**config.mk**
```make
export PLATFORM = sky130hd
export DESIGN_NAME = pipeexe_md
export DESIGN_NICKNAME = d
export VERILOG_FILES = /design/src/rtl/pipeexe_md_pkg.sv /design/src/rtl/pipeexe_md_if.sv /design/src/rtl/pipeexe_md_muldiv.sv /design/src/rtl/pipeexe_md.sv
export SDC_FILE = /design/constraint.sdc
export NUM_CORES = 2
export LEC_CHECK = 0
export CELL_PAD_IN_SITES_DETAIL_PLACEMENT = 0
export CELL_PAD_IN_SITES_GLOBAL_PLACEMENT = 2
export CORE_MARGIN = 10
export CORE_UTILIZATION = 37
export DETAILED_ROUTE_END_ITERATION = 10
export PLACE_DENSITY = 0.93
export SKIP_CTS_REPAIR_TIMING = 1
export SLEW_MARGIN = 20
export SYNTH_ARGS = -nofsm -noshare
export SYNTH_HDL_FRONTEND = slang
export SYNTH_HIERARCHICAL = 1
export SYNTH_SLANG_ARGS = --single-unit
```
**constraint.sdc**
```tcl
create_clock -name clock -period 17.77 [get_ports clock]
set_input_delay 2.6655 -clock clock [delete_from_list [all_inputs] [get_ports clock]]
set_output_delay 2.6655 -clock clock [all_outputs]
set_load 0.01 [all_outputs]
```
**src/rtl/pipeexe_md_pkg.sv**
```systemverilog
// rtl/pipeexe_md_pkg.sv - shared ALU/mult-div codes and the mult/div state type for the EXE stage
package pipe_pkg;

  localparam int MD_CYCLES = 32;

  localparam logic [3:0] ALUC_ADD  = 4'b0000;
  localparam logic [3:0] ALUC_SUB  = 4'b0001;
  localparam logic [3:0] ALUC_AND  = 4'b0010;
  localparam logic [3:0] ALUC_OR   = 4'b0011;
  localparam logic [3:0] ALUC_XOR  = 4'b0100;
  localparam logic [3:0] ALUC_LUI  = 4'b0101;
  localparam logic [3:0] ALUC_SLL  = 4'b0110;
  localparam logic [3:0] ALUC_SRL  = 4'b0111;
  localparam logic [3:0] ALUC_SLT  = 4'b1000;
  localparam logic [3:0] ALUC_SLTU = 4'b1001;
  localparam logic [3:0] ALUC_SRA  = 4'b1111;

  localparam logic [2:0] MDOP_NONE  = 3'd0;
  localparam logic [2:0] MDOP_MULT  = 3'd1;
  localparam logic [2:0] MDOP_MULTU = 3'd2;
  localparam logic [2:0] MDOP_DIV   = 3'd3;
  localparam logic [2:0] MDOP_DIVU  = 3'd4;
  localparam logic [2:0] MDOP_MFHI  = 3'd5;
  localparam logic [2:0] MDOP_MFLO  = 3'd6;

  typedef enum logic [1:0] {IDLE, BUSY, DONE} md_state_t;

  function automatic logic is_start_op(input logic [2:0] op);
    return (op >= MDOP_MULT) && (op <= MDOP_DIVU);
  endfunction

endpackage

```
**src/rtl/pipeexe_md_if.sv**
```systemverilog
// rtl/pipeexe_md_if.sv - request/result bundle between the EXE stage and the mult/div unit
interface pipeexe_md_if;
  logic        start;
  logic [2:0]  op;
  logic [31:0] a;
  logic [31:0] b;
  logic [31:0] hi;
  logic [31:0] lo;
  logic        busy;
  logic        stall;

  modport master (output start, op, a, b, input hi, lo, busy, stall);
  modport slave  (input start, op, a, b, output hi, lo, busy, stall);
endinterface

```
**src/rtl/pipeexe_md_muldiv.sv**
```systemverilog
// rtl/pipeexe_md_muldiv.sv - iterative mult/div with HI/LO; EXE_FAST_MUL_EN makes mult single-cycle
module muldiv_unit
  import pipe_pkg::*;
(
  input logic         clock,
  input logic         resetn,
  pipeexe_md_if.slave md
);

  md_state_t   state;
  logic [4:0]  cnt;
  logic [2:0]  op_q;
  logic [31:0] a_q, b_q, acc_hi, acc_lo, hi_q, lo_q;

  logic        is_div, is_sgn, neg_a, neg_b, start_sgn, sub_ok, fast_mul, fsm_start;
  logic [31:0] mag_b, mag_a_in, nxt_hi, nxt_lo, fin_hi, fin_lo;
  logic [32:0] add_sum, shifted, diff;
  logic [63:0] prod_fix;

  assign is_div    = (op_q == MDOP_DIV) || (op_q == MDOP_DIVU);
  assign is_sgn    = (op_q == MDOP_MULT) || (op_q == MDOP_DIV);
  assign neg_a     = is_sgn & a_q[31];
  assign neg_b     = is_sgn & b_q[31];
  assign mag_b     = neg_b ? -b_q : b_q;
  assign start_sgn = (md.op == MDOP_MULT) || (md.op == MDOP_DIV);
  assign mag_a_in  = (start_sgn & md.a[31]) ? -md.a : md.a;

  // acc_lo holds |a|: multiplier bits shift out the bottom, dividend bits shift out the top
  assign add_sum = {1'b0, acc_hi} + {1'b0, (acc_lo[0] ? mag_b : 32'd0)};
  assign shifted = {acc_hi, acc_lo[31]};
  assign diff    = shifted - {1'b0, mag_b};
  assign sub_ok  = shifted >= {1'b0, mag_b};

  always_comb begin
    nxt_hi = add_sum[32:1];
    nxt_lo = {add_sum[0], acc_lo[31:1]};
    if (is_div) begin
      nxt_hi = sub_ok ? diff[31:0] : shifted[31:0];
      nxt_lo = {acc_lo[30:0], sub_ok};
    end
  end

  assign prod_fix = (neg_a ^ neg_b) ? -{nxt_hi, nxt_lo} : {nxt_hi, nxt_lo};

  always_comb begin
    fin_hi = prod_fix[63:32];
    fin_lo = prod_fix[31:0];
    if (is_div) begin
      if (b_q == 32'd0) begin
        fin_hi = a_q;
        fin_lo = 32'hFFFF_FFFF;
      end else begin
        fin_hi = neg_a ? -nxt_hi : nxt_hi;
        fin_lo = (neg_a ^ neg_b) ? -nxt_lo : nxt_lo;
      end
    end
  end

`ifdef EXE_FAST_MUL_EN
  logic [63:0] fast_a, fast_b, fast_prod;
  assign fast_mul  = md.start && ((md.op == MDOP_MULT) || (md.op == MDOP_MULTU));
  assign fast_a    = {{32{start_sgn & md.a[31]}}, md.a};
  assign fast_b    = {{32{start_sgn & md.b[31]}}, md.b};
  assign fast_prod = fast_a * fast_b;
`else
  assign fast_mul  = 1'b0;
`endif
  assign fsm_start = md.start && !fast_mul;

  always_ff @(posedge clock) begin
    if (!resetn) begin
      state  <= IDLE;
      cnt    <= 5'd0;
      op_q   <= MDOP_NONE;
      a_q    <= 32'd0;
      b_q    <= 32'd0;
      acc_hi <= 32'd0;
      acc_lo <= 32'd0;
      hi_q   <= 32'd0;
      lo_q   <= 32'd0;
    end else begin
      case (state)
        IDLE: begin
          if (fsm_start) begin
            op_q   <= md.op;
            a_q    <= md.a;
            b_q    <= md.b;
            acc_hi <= 32'd0;
            acc_lo <= mag_a_in;
            cnt    <= 5'd0;
            state  <= BUSY;
          end
`ifdef EXE_FAST_MUL_EN
          else if (fast_mul) begin
            hi_q <= fast_prod[63:32];
            lo_q <= fast_prod[31:0];
          end
`endif
        end
        BUSY: begin
          acc_hi <= nxt_hi;
          acc_lo <= nxt_lo;
          cnt    <= cnt + 5'd1;
          if (cnt == 5'(MD_CYCLES - 1)) begin
            hi_q  <= fin_hi;
            lo_q  <= fin_lo;
            state <= DONE;
          end
        end
        // the op leaves E this cycle, so never restart from DONE
        DONE:    state <= IDLE;
        default: state <= IDLE;
      endcase
    end
  end

  assign md.hi    = hi_q;
  assign md.lo    = lo_q;
  assign md.busy  = (state != IDLE);
  assign md.stall = ((state == IDLE) && fsm_start) || (state == BUSY);

endmodule

```
**src/rtl/pipeexe_md.sv**
```systemverilog
// rtl/pipeexe_md.sv - MIPS32 EXE stage: ALU, result/destination select, mult/div stall; option EXE_FAST_MUL_EN
module pipeexe_md
  import pipe_pkg::*;
(
  input  logic        clock,
  input  logic        resetn,
  input  logic        ewreg,
  input  logic        em2reg,
  input  logic        ewmem,
  input  logic        ealuimm,
  input  logic        eshift,
  input  logic        ejal,
  input  logic [3:0]  ealuc,
  input  logic [2:0]  emdop,
  input  logic [31:0] ea,
  input  logic [31:0] eb,
  input  logic [31:0] eimm,
  input  logic [31:0] epc4,
  input  logic [4:0]  ern0,
  output logic        mwreg_o,
  output logic        mm2reg_o,
  output logic        mwmem_o,
  output logic [31:0] ealu,
  output logic [31:0] eb_o,
  output logic [4:0]  ern,
  output logic        estall,
  output logic        md_busy
);

  pipeexe_md_if md ();

  assign md.start = is_start_op(emdop);
  assign md.op    = emdop;
  assign md.a     = ea;
  assign md.b     = eb;

  muldiv_unit u_md (
    .clock  (clock),
    .resetn (resetn),
    .md     (md.slave)
  );

  logic [31:0] alua, alub, alu_result;
  logic [4:0]  shamt;

  assign alua  = eshift ? {27'b0, eimm[10:6]} : ea;
  assign alub  = ealuimm ? eimm : eb;
  assign shamt = alua[4:0];

  always_comb begin
    alu_result = 32'd0;
    case (ealuc)
      ALUC_ADD:  alu_result = alua + alub;
      ALUC_SUB:  alu_result = alua - alub;
      ALUC_AND:  alu_result = alua & alub;
      ALUC_OR:   alu_result = alua | alub;
      ALUC_XOR:  alu_result = alua ^ alub;
      ALUC_LUI:  alu_result = alub << 16;
      ALUC_SLL:  alu_result = alub << shamt;
      ALUC_SRL:  alu_result = alub >> shamt;
      ALUC_SRA:  alu_result = $signed(alub) >>> shamt;
      ALUC_SLT:  alu_result = {31'd0, $signed(alua) < $signed(alub)};
      ALUC_SLTU: alu_result = {31'd0, alua < alub};
      default:   alu_result = 32'd0;
    endcase
  end

  always_comb begin
    if (ejal)                    ealu = epc4 + 32'd4;
    else if (emdop == MDOP_MFHI) ealu = md.hi;
    else if (emdop == MDOP_MFLO) ealu = md.lo;
    else                         ealu = alu_result;
  end

  assign ern     = ejal ? 5'd31 : ern0;
  assign eb_o    = eb;
  assign estall  = md.stall;
  assign md_busy = md.busy;

  // a stalled E still holds its instruction, so E/M must see a bubble
  assign mwreg_o  = ewreg  & ~estall;
  assign mm2reg_o = em2reg & ~estall;
  assign mwmem_o  = ewmem  & ~estall;

endmodule
```
==> results.toml <==
[sta]
hold_viol = 0
fin_crit_sh_pct = 64.4
grt_setup_unrepaired = "false"
period_minus_slack_ns = 11.44
clock_skew_ns = 0.0145
slew_headroom_pct = 10.0
setup_tns_ns = 0
clock.fmax_mhz = 87.4
finalSetupViolCount = 0
whs_ns = 0.447
worst-slew-pin-transition_ns = 1.32
slew_viol_final = 0

[routing]
drt-pass1-iter-count = 6
vias_per_cell = 6.49
wirelength_mm = 146
post-route-drc-count = 0
ant_nets = 0
first_iter_violations = 4166
vias = 32500
wl_per_cell_um = 29.1

[synth]
synth-edff-count = 0
ys.warnings.count = 6
post_synth_instance_area_um2 = 27700
syn_area_per_cell_um2 = 6.90
ys_ff_latch = 202
synthesis.nets = 4345
synth_top_area_share_pct = 14.6
synthArstFlopShare_pct = 0
synth_area_leaders = "dfxtp_1 (15%), ha_1 (7.8%), a21oi_1 (7.7%), nand2_1 (6.6%), nor2_1 (5.8%)"
netlist_instances = 4019
yosysTopAreaCell = "dfxtp_1"
ys.flop_type = "dfxtp_1"
ys_types = 116
yosysSeqAreaShare_pct = 14.6

[power_and_ir_drop]
switching_share_pct = 47.0
p_seq_share_pct = 23.9
combinationalPowerShare_pct = 52.6
max-vdd-ir-drop_uv = 60.0
power_mw = 2.10
internal-power_mw = 1.12
switching_power_mw = 0.990
p_clk_share_pct = 23.5
leakage_nw = 12.3
power_density_nw_per_um2 = 67.6

[global_routing]
grt_pass1_vias = 29800
grt_pass1_wl_mm = 210
grt_busiest_layer = "met2"
use_met2_pct = 51.8
antenna_found_initial = 1
grt_usage_pct = 32.0
gr-usage-met3_pct = 3.67
grt_overflow = 0
grt_max_degree = 81
grt.met1_usage_pct = 41.4

[clock_tree]
root_buffer = "clkbuf_16"
clk_latency_ns = 0.55
cts.path.max_buffers = 3
cts_tree = "done"
cts_sinks = 202
clkTransAtPathRegs_ns = 0.06
htreeDepth = 1
tritoncts.num_buffers = 23

[setup_path]
critPathArrivalTime_ns = 8.77
crit_chain = "buf_2 -> mux2i_4 -> buf_4 -> inv_2 -> ha_1 -> o31ai_1 -> nand2_1 -> a21o_1 -> a21oi_1 -> o21ai_0 -> a211oi_1 -> a21oi_1 -> a2111oi_0 -> o221ai_1 -> clkdlybuf4s50_1"
crit_required_ns = 15.10
cp_num_buf_inv = 4
critPathSlowestCell = "a2111oi_0"
slowest_delay_ns = 1.13
crit_family = "compound AO/OA/AOI/OAI gates"
critPathLaunchType = "primary input"
path_class = "in -> out"
end_kind = "output pin"
crit_top_cell = "a21oi_1"
worstPathMaxFanout = 55

[die]
start_util_pct = 37.3
die_y_um = 294
coreArea_um2 = 74300
io_pins = 222
die-area_um2 = 86300
die_x_um = 294
rows = 100

[job]
cap_violations = 0

[outcome]
outcome = "complete, no violations"

[place]
gp_congestion = 1.01
placed_cell_area_um2 = 30400
io_buffers = 221
dp_hpwl_mm = 114

[layout]
final_core_util_pct = 41.9
drive_gt1_share_pct = 5.95
antenna_cells = 0
seq_area_um2 = 4040
area_growth_pct = 12.3
layout.nets = 4346
multi_input_area_um2 = 21800
final.fill_count = 7991
design_area_um2 = 31100

[worst_hold_path]
hold_path.class = "reg -> reg"
## per-layer routing
layer / wire length (um) / vias to the layer above
li1: - / 14800
met1: 59800 / 15700
met2: 66400 / 1686
met3: 11200 / 319
met4: 8490 / 2
met5: 12 / -
## power by group through the flow
| stage | clock (mW) | combinational (mW) | sequential, mW |
|---|---|---|---|
| 2_1_floorplan | 0 | 0.688 | 0.502 |
| 3_3_place_gp | 0 | 1.08 | 0.512 |
| 3_5_place_dp | 0 | 1.07 | 0.512 |
| 4_1_cts | 0.504 | 1.08 | 0.502 |
| 5_1_grt | 0.515 | 1.17 | 0.506 |
| 6_report | 0.494 | 1.11 | 0.503 |
## sequential cells by signal, indices dropped and copies added (netlist names)
name	cells
u_md/b_q	32
u_md/cnt	5
u_md/state	2
u_md/md.hi	32
u_md/op_q	3
u_md/a_q	32
u_md/acc_lo	32
u_md/acc_hi	32
u_md/md.lo	32
## final cells by class
| type | instances | share of cell area, % |
|---|---|---|
| clock buffer | 32 | 2.15 |
| tap | 969 | 3.89 |
| multi-input combinational | 3355 | 70.0 |
| inverter | 134 | 1.63 |
| clock inverter | 8 | 0.277 |
| timing repair buffer | 304 | 9.06 |
| sequential | 202 | 13.0 |
## tightest hold or removal path, stage by stage, from the launching register on
cell and delay [ns]:
dfxtp_1 0.30, nand2_1 0.05, a21oi_1 0.05
## cell families after synthesis
logic type / share of synthesized area (%)
AO/OA/AOI/OAI: 33.4
multiplexers: 7.11
XOR/XNOR: 6.88
buffers and inverters: 7.16
AND/OR/NAND/NOR: 22.7
flip-flops: 14.6
adder cells (fa/ha/maj): 8.14
## path summary, 6_finish.rpt
kind / from / to / slack, ns / cells after the start
setup / recovery: eshift / ealu[7] / 6.33 / 15
hold / removal: u_md/a_q[5] / u_md/a_q[5] / 0.45 / 2
hold reg to reg: u_md/a_q[5] / u_md/a_q[5] / 0.45 / 2
setup reg to reg: u_md/b_q[0] / u_md/md.hi[31] / 9.16 / 22
## Yosys cell counts (all sizes together) (45+ instances only)
library cell,number
a211oi,64
a21o,45
a21oi,425
a221oi,53
a31oi,76
buf,107
clkbuf,221
dfxtp,202
ha,174
inv,130
mux2i,163
nand2,490
nand3,79
nor2,428
nor3,101
o211ai,57
o21ai,253
xnor2,112
xor2,106
## cells in the final DEF (no fill, tap or decap), types with 106 or more instances in the layout
cell	synthesis	final
a21oi_1	424	424
clkdlybuf4s50_1	0	218
dfxtp_1	202	202
ha_1	174	174
inv_1	127	126
mux2i_1	149	146
nand2_1	489	487
nor2_1	427	422
o21ai_0	236	236
xnor2_1	112	112
xor2_1	106	106
## through the flow
stage	instances	setup slack, ns
global placement	4964	6.65
global route	5004	6.35
finish	5004	6.33
floorplan	4019	8.53
CTS	5004	6.58
detailed placement	4964	6.59
No activity file was read; power rests on OpenSTA's default activity.
